--- src/rtl/counter_pkg.sv ---
// Shared definitions for the Gray up/down counter: saturation mode encodings
// and a reference binary-to-Gray helper usable at any width up to 32 bits.
package counter_pkg;

  localparam int CNT_WRAP = 0;
  localparam int CNT_SAT  = 1;

  // Operates on a full 32-bit word; callers truncate to their own width.
  function automatic logic [31:0] bin2gray(input logic [31:0] bin);
    return bin ^ (bin >> 1);
  endfunction

endpackage

--- src/rtl/bin2gray_conv.sv ---
// Purely combinational binary-to-Gray conversion of a WIDTH-bit word.
module bin2gray_conv #(
  parameter int WIDTH = 4
) (
  input  logic [WIDTH-1:0] i_bin,
  output logic [WIDTH-1:0] o_gray
);

  assign o_gray = i_bin ^ (i_bin >> 1);

endmodule

--- src/rtl/gray_updown_counter.sv ---
// Bounded up/down counter (0..max_val) with wrap or saturate behaviour, a
// registered terminal-count pulse and a combinational Gray view of the count.
module gray_updown_counter
  import counter_pkg::*;
#(
  parameter int WIDTH    = 4,
  parameter int SATURATE = CNT_WRAP
) (
  input  logic             clk,
  input  logic             reset,
  input  logic             en,
  input  logic             up,
  input  logic             load,
  input  logic [WIDTH-1:0] load_val,
  input  logic [WIDTH-1:0] max_val,
  output logic [WIDTH-1:0] binary,
  output logic [WIDTH-1:0] gray,
  output logic             tc
);

  localparam logic [WIDTH-1:0] ONE = {{(WIDTH-1){1'b0}}, 1'b1};

  logic [WIDTH-1:0] r_binary;
  logic             r_tc;

  logic             w_at_top;
  logic             w_at_bot;
  logic [WIDTH-1:0] w_load_clamp;
  logic [WIDTH-1:0] w_next;
  logic             w_tc_next;

  // ">=" rather than "==" so a count left above a lowered max_val still wraps/holds
  assign w_at_top     = (r_binary >= max_val);
  assign w_at_bot     = (r_binary == '0);
  assign w_load_clamp = (load_val > max_val) ? max_val : load_val;

  always_comb begin
    w_next    = r_binary;
    w_tc_next = 1'b0;
    if (load) begin
      w_next = w_load_clamp;
    end else if (en) begin
      if (up) begin
        if (w_at_top) begin
          w_next    = (SATURATE == CNT_SAT) ? max_val : '0;
          w_tc_next = 1'b1;
        end else begin
          w_next = r_binary + ONE;
        end
      end else begin
        if (w_at_bot) begin
          w_next    = (SATURATE == CNT_SAT) ? '0 : max_val;
          w_tc_next = 1'b1;
        end else begin
          w_next = r_binary - ONE;
        end
      end
    end
  end

  always_ff @(posedge clk) begin
    if (reset) begin
      r_binary <= '0;
      r_tc     <= 1'b0;
    end else begin
      r_binary <= w_next;
      r_tc     <= w_tc_next;
    end
  end

  assign binary = r_binary;
  assign tc     = r_tc;

  bin2gray_conv #(
    .WIDTH (WIDTH)
  ) u_gray (
    .i_bin  (r_binary),
    .o_gray (gray)
  );

endmodule
--- config.mk ---
export PLATFORM = sky130hd
export DESIGN_NAME = gray_updown_counter
export DESIGN_NICKNAME = d
export VERILOG_FILES = /design/src/rtl/counter_pkg.sv /design/src/rtl/bin2gray_conv.sv /design/src/rtl/gray_updown_counter.sv
export SDC_FILE = /design/constraint.sdc
export NUM_CORES = 1
export LEC_CHECK = 0
export BUFFER_PORTS_ARGS = -buffer_cell sky130_fd_sc_hd__buf_2
export CAP_MARGIN = 10
export CORE_MARGIN = 2
export CORE_UTILIZATION = 52
export CTS_CLUSTER_SIZE = 16
export DETAILED_ROUTE_END_ITERATION = 8
export GPL_ROUTABILITY_DRIVEN = 0
export HOLD_SLACK_MARGIN = 0.12
export PLACE_DENSITY = 0.82
export SYNTH_ARGS = -nofsm -noshare
export SYNTH_HDL_FRONTEND = slang
export SYNTH_SLANG_ARGS = --single-unit
--- constraint.sdc ---
create_clock -name clk -period 2.7 [get_ports clk]
set_clock_uncertainty 0.05 [all_clocks]
set_input_delay 0.54 -clock clk [delete_from_list [all_inputs] [get_ports clk]]
set_output_delay 0.54 -clock clk [all_outputs]
set_load 0.005 [all_outputs]
==> flow_summary_export.csv, run 1 <==
group,metric,value,unit
run_status,status,"completed",
hold_path,hold_start,"reset",
worst_setup_path,crit_buf_inv,1,
synth,synth_nets,108,
global_routing,antenna_found_initial,0,
global_routing,use_met3,1.667,%
sta,finalSetupViolCount,0,
global_routing,grt_pass1_vias,626,
synth,synth_cell_type_count,31,
worst_setup_path,r2r-end,"binary[2]",
sta,hold_ws,0.5176,ns
detailed_routing,firstDrtPassIters,4,
clock_tree,cts.clk_slew.worst_paths,0.04,ns
layout,fillers,107,
detailed_routing,vias_per_cell,5.613,
worst_setup_path,critPathMaxStageDelay,0.51,ns
clock_tree,cts_inserted_buffers,3,
sta,finalCritPeriodShare,73.50,%
detailed_routing,routed_wl,1615,um
global_routing,grt_max_degree,9,
clock_tree,ctsLongestPathBuffers,2,
sta,hold_viol_final,0,
clock_tree,cts_resized,0,
die,initial_utilization,58.44,%
global_routing,grt_pass1_wl,2601,um
worst_setup_path,r2r-start,"binary[2]",
die,die-area,1604,um2
clock_tree,cts_htree_levels,1,
detailed_routing,drtIter0Drc,12,
worst_setup_path,crit_path_start_kind,"flip-flop",
hold_path,hold_class,"in2reg",
layout,mostFrequentLayoutCell,"buf_2",
worst_setup_path,r2r_slack,0.72,ns
clock_tree,cts_tree,"done",
power_and_ir_drop,power.density,418.2,nW/um2
sta,maxSlewViolCount,0,
clock_tree,hold_buffers,0,
die,die_w,40.05,um
global_routing,overflow,0,
synth,avgSynthCellArea,8.341,um2
layout,insertedDiodeCount,0,
synth,syn_area,675.6,um2
worst_setup_path,cpMaxStageDelayCell,"dfxtp_1",
sta,setup_tns,0,ns
worst_setup_path,cp_max_fo,8,
detailed_routing,wl_per_cell,13.57,um
die,die_h,40.05,um
die,coreArea,1156,um2
clock_tree,clock_sinks,5,
power_and_ir_drop,fin_total_pwr,341.7,uW
hold_path,whs_path_depth,2,
clock_tree,ctsRootBufferMaster,"clkbuf_4",
layout,nets,133,
sta,worstMarginPinSlew,0.5028,ns
clock_tree,cts_setup_buffers,0,
sta,layout_min_cycle_time,1.984,ns
worst_setup_path,r2r_cells,7,
placement,io_buffers,21,
hold_path,min_to,"binary[0]",
synth,synth-seq-cells,5,
global_routing,use_met2,39.11,%
global_routing,met1_usage,32.67,%
detailed_routing,ant_nets,0,
sta,relSlewSlack,66.01,%
worst_setup_path,cp-end-kind,"flip-flop",
detailed_routing,via_count,668,
global_routing,busiest_layer,"met2",
worst_setup_path,cp_cell_sequence,"inv_1 > ha_1 > and2_1 > a221oi_1 > nor2_1 > nor3_1 > a2111oi_2",
die,ioPinCount,22,
placement,post-dp-hpwl,1352,um
run,max_cap_viol_count,0,
global_routing,grtUsageTotal,24.54,%
synth,yosysWarnings,0,
synth,seq_area_frac_synth,14.81,%
detailed_routing,drc,0,
sta,max_freq,0.5039,GHz
worst_setup_path,cp.required,2.77,ns
power_and_ir_drop,irDropWorstVdd,0.2705,mV
layout,drive_gt1_share,28.57,%
worst_setup_path,cp.arrival,2.05,ns
layout,postLayoutCellArea,817.0,um2
layout,final_cell_mix,"21 x buf_2, 14 x ha_1, 10 x inv_1, 7 x nor2_1, 6 x nor3_1",
clock_tree,worst_skew_pair.late_latency,0.24,ns
worst_setup_path,crit_type,"reg2reg",
synth,syn_inst,81,
layout,syn2layout_area_growth,20.93,%
die,rows,12,
worst_setup_path,crit_family,"simple AND/OR/NAND/NOR gates",
power_and_ir_drop,p_leak,0.0003907,uW
placement,placed_area,790.8,um2
sta,rsz0062_at_grt,"false",
[state kept, by name (all words and copies together) (netlist names)]
register	count
binary	4
tc	1
[power by group]
| group | internal (uW) | total [uW] | switching (uW) |
|---|---|---|---|
| Clock | 55.8 | 85.6 | 29.8 |
| Sequential | 81.4 | 96.4 | 15.0 |
| Combinational | 74.6 | 160 | 85.1 |
| Total | 212 | 342 | 130 |
[final cells by class]
class / instances / area (um2) / share of cell area (%)
Inverter: 10 / 37.54 / 4.594
Clock buffer: 4 / 26.28 / 3.216
Multi-Input combinational cell: 65 / 530.5 / 64.93
Tap cell: 14 / 17.52 / 2.144
Timing Repair Buffer: 21 / 105.1 / 12.86
Sequential cell: 5 / 100.1 / 12.25
[Yosys cell counts (all sizes together)]
cell     number  area, um2
a21oi         3      26.28
mux2i         4      40.04
ha           14      175.2
nor3b         2      15.01
o21ai         3      18.76
nand4         1      6.260
nor2b         1      8.760
a221oi        1      8.760
buf           1      7.510
nand3         1      5.000
dfxtp         5      100.1
a21bo         1      10.01
xnor2         2      17.52
nand2b        2      12.51
a2111oi       2      30.03
a31oi         1      6.260
a211oi        1      7.510
o2111ai       1      8.760
nor3          6      30.03
inv          10      37.54
nand2         4      15.01
o211ai        2      15.01
o31ai         1      7.510
o2bb2ai       1      8.760
nor4b         2      17.52
nor2          7      26.28
a22oi         1      7.510
and2          1      6.260
[layer usage]
| metal | part of all wire [%] | vias to the layer above |
|---|---|---|
| li1 | - | 347 |
| met1 | 49 | 307 |
| met2 | 49 | 12 |
| met3 | 1.7 | 2 |
| met4 | 0.87 | 0 |
| met5 | 0 | - |
[worst max path at each step]
stage                     startpoint  cells past startpoint  slack (ns)        end
after global routing       binary[2]                      7        0.58  binary[2]
after CTS                  binary[2]                      7        0.73  binary[2]
final                      binary[2]                      7        0.72  binary[2]
after global placement    max_val[2]                      8        0.68  binary[2]
after detailed placement  max_val[1]                      8        0.62  binary[2]
after floorplan           max_val[1]                      7        0.85  binary[0]
[cells by family after synthesis]
group	count (synthesis)	synth area share [%]
AOI/OAI and AO/OA	18	22.96
xor gates and xnor gates	2	2.593
adders and majority gates	14	25.93
buffers and inverters	11	6.668
DFF	5	14.82
muxes	4	5.926
and+or+nand+nor	27	21.11
[per-stage QoR]
stage | std cells | utilization [%] | setup WS, ns
after floorplan | 81 | - | 0.8494
after global placement | 115 | 68.40 | 0.6809
after detailed placement | 115 | 68.40 | 0.6238
after CTS | 119 | 70.67 | 0.7275
after global routing | 119 | 70.67 | 0.5811
final | 119 | 70.67 | 0.7156
No activity file was read; power rests on OpenSTA's default activity.
==> run 2: changes to the inputs <==
ABC_AREA = 1   (was unset)
CORE_ASPECT_RATIO = 0.9   (was unset)
CORE_UTILIZATION = 45   (was 52)
PLACE_DENSITY = 0.74   (was 0.82)
clock period = 1.64 ns   (was 2.7 ns; I/O delays follow)
==> run 2 against run 1 <==
  * Sequential power is 48% higher
  * Clock power is 79% higher
  * Power is 80% higher
  * Global-route usage is 2.3 points lower
  * Worst hold slack worse by 0.22 ns
  * Sequential share of layout area is 1.5 points lower
  * Count of clock-buffer cells in the layout stayed put
  * Via count is 26% higher
  * Critical path type is now reg2out
  * Critical endpoint is now gray[0]
==> flow_summary_export.csv, run 2 <==
group,metric,value,unit
synth,syn_inst,119,
detailed_routing,drc,0,
clock_tree,cts_setup_buffers,0,
placement,dp.cells,167,
worst_setup_path,cp-end-kind,"output port",
clock_tree,ctsLongestPathBuffers,2,
run_status,status,"completed",
layout,fin_cells,171,
detailed_routing,vias_per_cell,4.906,
die,die-area,1963,um2
sta,finalSetupViolCount,0,
detailed_routing,wl_per_cell,10.65,um
global_routing,grt_pass1_wl,3180,um
power_and_ir_drop,irDropWorstVdd,0.4805,mV
synth,synthTopCellsByArea,"ha_1 24%, nand2_1 17%, dfxtp_1 14%",
clock_tree,cts.clk_slew.worst_paths,0.05,ns
sta,layout_min_cycle_time,1.528,ns
sta,max_freq,0.6546,GHz
synth,synth_common_cells,"33 x nand2_1, 20 x inv_1, 18 x nand3_1",
detailed_routing,via_count,839,
layout,largest_reg_flops,4,
clock_tree,worst_skew_pair.late_latency,0.25,ns
global_routing,antenna_found_initial,0,
clock_tree,clock_sinks,5,
global_routing,grt_pass1_vias,777,
synth,synth_cell_type_count,16,
die,ioPinCount,22,
sta,worstMarginPinSlew,0.2786,ns
synth,avgSynthCellArea,6.140,um2
clock_tree,cts_htree_levels,1,
worst_setup_path,cp_cell_sequence,"inv_1 > ha_1 > buf_2",
run,max_cap_viol_count,0,
layout,syn2layout_area_growth,28.60,%
synth,synth_edf_count,0,
die,die_h,42.23,um
sta,hold_viol_final,0,
placement,post-dp-hpwl,1531,um
die,initial_utilization,49.37,%
global_routing,overflow,0,
die,coreArea,1480,um2
layout,nets,177,
synth,yosysTopAreaCellShare,23.97,%
worst_setup_path,crit_path_start_kind,"flip-flop",
synth,synthArstFlopShare,0,%
synth,seq_area_frac_synth,13.70,%
synth,yosysMostFrequentCell,"nand2_1",
power_and_ir_drop,p_leak,0.0005818,uW
synth,synth-seq-cells,5,
synth,ys.flop_type,"dfxtp_1",
sta,relSlewSlack,81.36,%
detailed_routing,ant_nets,0,
die,die_w,46.48,um
clock_tree,cts_tree,"done",
hold_path,hold_class,"in2reg",
sta,hold_ws,0.3018,ns
synth,yosys.area.top_type,"ha_1",
synth,syn_area,730.7,um2
worst_setup_path,cpMaxStageDelayCell,"dfxtp_1",
detailed_routing,firstDrtPassIters,4,
clock_tree,ctsRootBufferMaster,"clkbuf_4",
worst_setup_path,cp.arrival,1.15,ns
die,rows,13,
sta,finalCritPeriodShare,93.15,%
detailed_routing,routed_wl,1821,um
layout,insertedDiodeCount,0,
detailed_routing,drtIter0Drc,30,
synth,synth_nets,146,
clock_tree,hold_buffers,0,
worst_setup_path,cp.required,1.26,ns
sta,maxSlewViolCount,0,
clock_tree,cts_inserted_buffers,3,
sta,rsz0062_at_grt,"false",
worst_setup_path,crit_type,"reg2out",
power_and_ir_drop,power.density,653.6,nW/um2
worst_setup_path,cp_max_fo,4,
global_routing,grt_max_degree,7,
clock_tree,cts_resized,0,
placement,io_buffers,21,
synth,yosysWarnings,0,
worst_setup_path,critPathMaxStageDelay,0.33,ns
layout,mostFrequentLayoutCell,"nand2_1",
global_routing,grtUsageTotal,22.23,%
layout,final_cell_mix,"30 x nand2_1, 21 x buf_2, 19 x inv_1, 18 x nand3_1, 14 x ha_1",
layout,drive_gt1_share,29.53,%
-- run 2: cell count changes in the layout (fill, tap and decap cells not counted), moves of 6 or more --
| cell | before | now |
|---|---|---|
| nand3_1 | 1 | 18 |
| inv_1 | 10 | 19 |
| inv_2 | 0 | 7 |
| buf_4 | 0 | 6 |
| nor3_1 | 6 | 0 |
| nor2_1 | 7 | 1 |
| nand2_1 | 4 | 30 |
| a21oi_1 | 2 | 8 |
-- run 2: cell families after synthesis --
family	Yosys count	share of synthesized area [%]
and+or+nand+nor	53	32.36
buffers and inverters	28	14.90
AOI/OAI and AO/OA	17	12.67
adders and majority gates	14	23.97
DFF	5	13.70
xor gates and xnor gates	2	2.398
-- run 2: metal layers --
layer	routed length (um)	share of wire (%)	vias up	track usage (%)
li1	-	-	441	-
met1	904	50	378	32.64
met2	796	44	20	31.39
met3	120	6.6	0	6.466
met4	0	0	0	5.143
met5	0	0	-	0
-- run 2: power by group --
group / switching, uW / internal, uW
Clock: 60.1 / 92.6
Sequential: 8.82 / 134
Combinational: 185 / 134
-- run 2: critical path, delay by kind of cell (launching register included) --
family / cells / cell delay (ns)
buf+inv: 2 / 0.24
fa+ha+maj: 1 / 0.33
flops: 1 / 0.33
-- run 2: metrics by stage --
step	instance area [um2]	total power (uW)	util, %	worst slack, ns	setup TNS (ns)
after floorplan	730.7	342.5	-	0.1542	0
final	939.7	614.1	63.48	0.1124	0
after global placement	900.9	445.7	60.86	-0.04971	-0.1614
after detailed placement	900.9	450.6	60.86	-0.08734	-0.3129
after global routing	939.7	678.7	63.48	0.009436	0
after CTS	927.1	609.9	62.64	0.05892	0
-- run 2: layout make-up --
| type | count | area, um2 |
|---|---|---|
| tap | 22 | 27.53 |
| sequential | 5 | 101.3 |
| multi-input combinational | 86 | 533.0 |
| clock buffer | 4 | 26.28 |
| fill | 137 | 540.5 |
| timing repair buffer | 27 | 150.1 |
| inverter | 27 | 101.3 |
-- run 2: final timing paths --
check	slack, ns	start	cells after the start	end
worst min register to register	0.60	binary[2]	4	binary[2]
worst min-delay path	0.30	reset	4	binary[2]
worst max register to register	0.15	binary[1]	11	binary[3]
worst max-delay path	0.11	binary[1]	3	gray[0]
==> run 3: changes to the inputs <==
CORE_ASPECT_RATIO = unset   (was 0.9)
CORE_UTILIZATION = 54   (was 45)
PLACE_DENSITY = 0.83   (was 0.74)
clock period = 1.97 ns   (was 1.64 ns; I/O delays follow)
==> run 3 against run 2 <==
  * Non-clock buffer count shrank 4
  * Critical path depth is the same
  * Wire length shrank 9.1%
  * Critical endpoint unchanged
==> flow_summary_export.csv, run 3 (synthesized netlist as in run 2, its figures left out) <==
group,metric,value,unit
placement,post-dp-hpwl,1432,um
sta,finalCritPeriodShare,85.02,%
die,rows,13,
worst_setup_path,cp_cell_sequence,"inv_1 > ha_1 > buf_2",
sta,setup_tns,0,ns
layout,syn2layout_area_growth,21.58,%
detailed_routing,wl_per_cell,10.35,um
detailed_routing,drtIter0Drc,7,
clock_tree,cts_resized,0,
placement,io_buffers,21,
die,die-area,1663,um2
global_routing,grt_pass1_vias,690,
clock_tree,worst_skew_pair.late_latency,0.24,ns
die,die_h,40.79,um
sta,worstMarginPinSlew,0.2925,ns
global_routing,grt_pass1_wl,2677,um
layout,final_cell_mix,"33 x nand2_1, 21 x buf_2, 20 x inv_1, 18 x nand3_1, 14 x ha_1",
global_routing,overflow,0,
clock_tree,cts_setup_buffers,0,
layout,fin_cells,160,
global_routing,antenna_found_initial,0,
worst_setup_path,cpMaxStageDelayCell,"dfxtp_1",
run,max_cap_viol_count,0,
sta,layout_min_cycle_time,1.675,ns
sta,maxSlewViolCount,0,
global_routing,grtUsageTotal,23.63,%
placement,dp.cells,156,
detailed_routing,routed_wl,1656,um
run_status,status,"completed",
sta,rsz0062_at_grt,"false",
power_and_ir_drop,irDropWorstVdd,0.3124,mV
sta,hold_viol_final,0,
worst_setup_path,crit_type,"reg2out",
detailed_routing,drc,0,
clock_tree,clock_sinks,5,
clock_tree,cts_inserted_buffers,3,
clock_tree,cts_htree_levels,1,
die,initial_utilization,56.86,%
sta,max_freq,0.5971,GHz
worst_setup_path,r2r_slack,0.31,ns
layout,seq_area,100.1,um2
detailed_routing,via_count,824,
worst_setup_path,cp_max_fo,5,
layout,insertedDiodeCount,0,
layout,nets,173,
clock_tree,ctsRootBufferMaster,"clkbuf_4",
die,ioPinCount,22,
detailed_routing,firstDrtPassIters,4,
layout,mostFrequentLayoutCell,"nand2_1",
clock_tree,cts_tree,"done",
hold_path,hold_class,"in2reg",
hold_path,hold_start,"reset",
sta,relSlewSlack,80.43,%
layout,fillers,124,
worst_setup_path,r2r_cells,9,
worst_setup_path,crit_path_start_kind,"flip-flop",
die,coreArea,1285,um2
hold_path,whs_path_depth,4,
worst_setup_path,cp-end-kind,"output port",
power_and_ir_drop,fin_total_pwr,483.6,uW
worst_setup_path,r2r-start,"binary[1]",
worst_setup_path,critPathMaxStageDelay,0.39,ns
hold_path,min_to,"binary[3]",
global_routing,grt_max_degree,7,
detailed_routing,ant_nets,0,
clock_tree,cts.clk_slew.worst_paths,0.04,ns
die,die_w,40.79,um
sta,finalSetupViolCount,0,
layout,multi_input_area,521.8,um2
power_and_ir_drop,power.density,544.3,nW/um2
layout,largest_reg_flops,4,
clock_tree,hold_buffers,0,
worst_setup_path,cp.arrival,1.23,ns
clock_tree,ctsLongestPathBuffers,2,
power_and_ir_drop,p_leak,0.0005622,uW
worst_setup_path,r2r-end,"binary[0]",
detailed_routing,vias_per_cell,5.150,
worst_setup_path,cp.required,1.53,ns
layout,drive_gt1_share,23.45,%
## run 3: layout make-up
cell class | count | area share, %
inverters | 27 | 11.41
flip-flops and latches | 5 | 11.27
well taps | 15 | 2.113
clock buffers | 4 | 2.958
repair buffers | 23 | 13.52
multi-input cells | 86 | 58.73
## run 3: metrics by stage
step / hold slack, ns / util (%) / instance area [um2] / setup slack (ns)
after floorplan: 0.4889 / - / 730.7 / 0.4220
after global placement: 0.5713 / 67.09 / 862.1 / 0.1795
after detailed placement: 0.5572 / 67.09 / 862.1 / 0.1412
after CTS: 0.3753 / 69.13 / 888.4 / 0.2892
after global routing: 0.3877 / 69.13 / 888.4 / 0.1250
final: 0.3816 / 69.13 / 888.4 / 0.2952
## run 3: critical path: cells and delay by family, from the launching register on
family / cells / cell delay [ns]
fa+ha+maj: 1 / 0.33
flops: 1 / 0.39
buf+inv: 2 / 0.26
## run 3: report_power, final
group,switching [uW],internal [uW]
Clock,44.3,76.7
Combinational,143,99.8
Sequential,8.10,111
## run 3: layer usage
layer	wire [um]	share of wire (%)	GRT usage, %	vias to the layer above
met5	0	0	0	-
met3	50	3.0	6.522	0
li1	-	-	-	436
met2	804	49	42.97	18
met1	801	48	28.80	370
met4	0	0	0	0
## run 3: worst max path at each step
stage	startpoint	end	slack (ns)	depth (start not counted)
after global placement	max_val[3]	binary[1]	0.18	12
after detailed placement	max_val[3]	binary[1]	0.14	13
after global routing	binary[1]	binary[2]	0.12	10
after CTS	binary[1]	gray[0]	0.29	3
after floorplan	max_val[3]	binary[1]	0.42	12
final	binary[1]	gray[0]	0.30	3
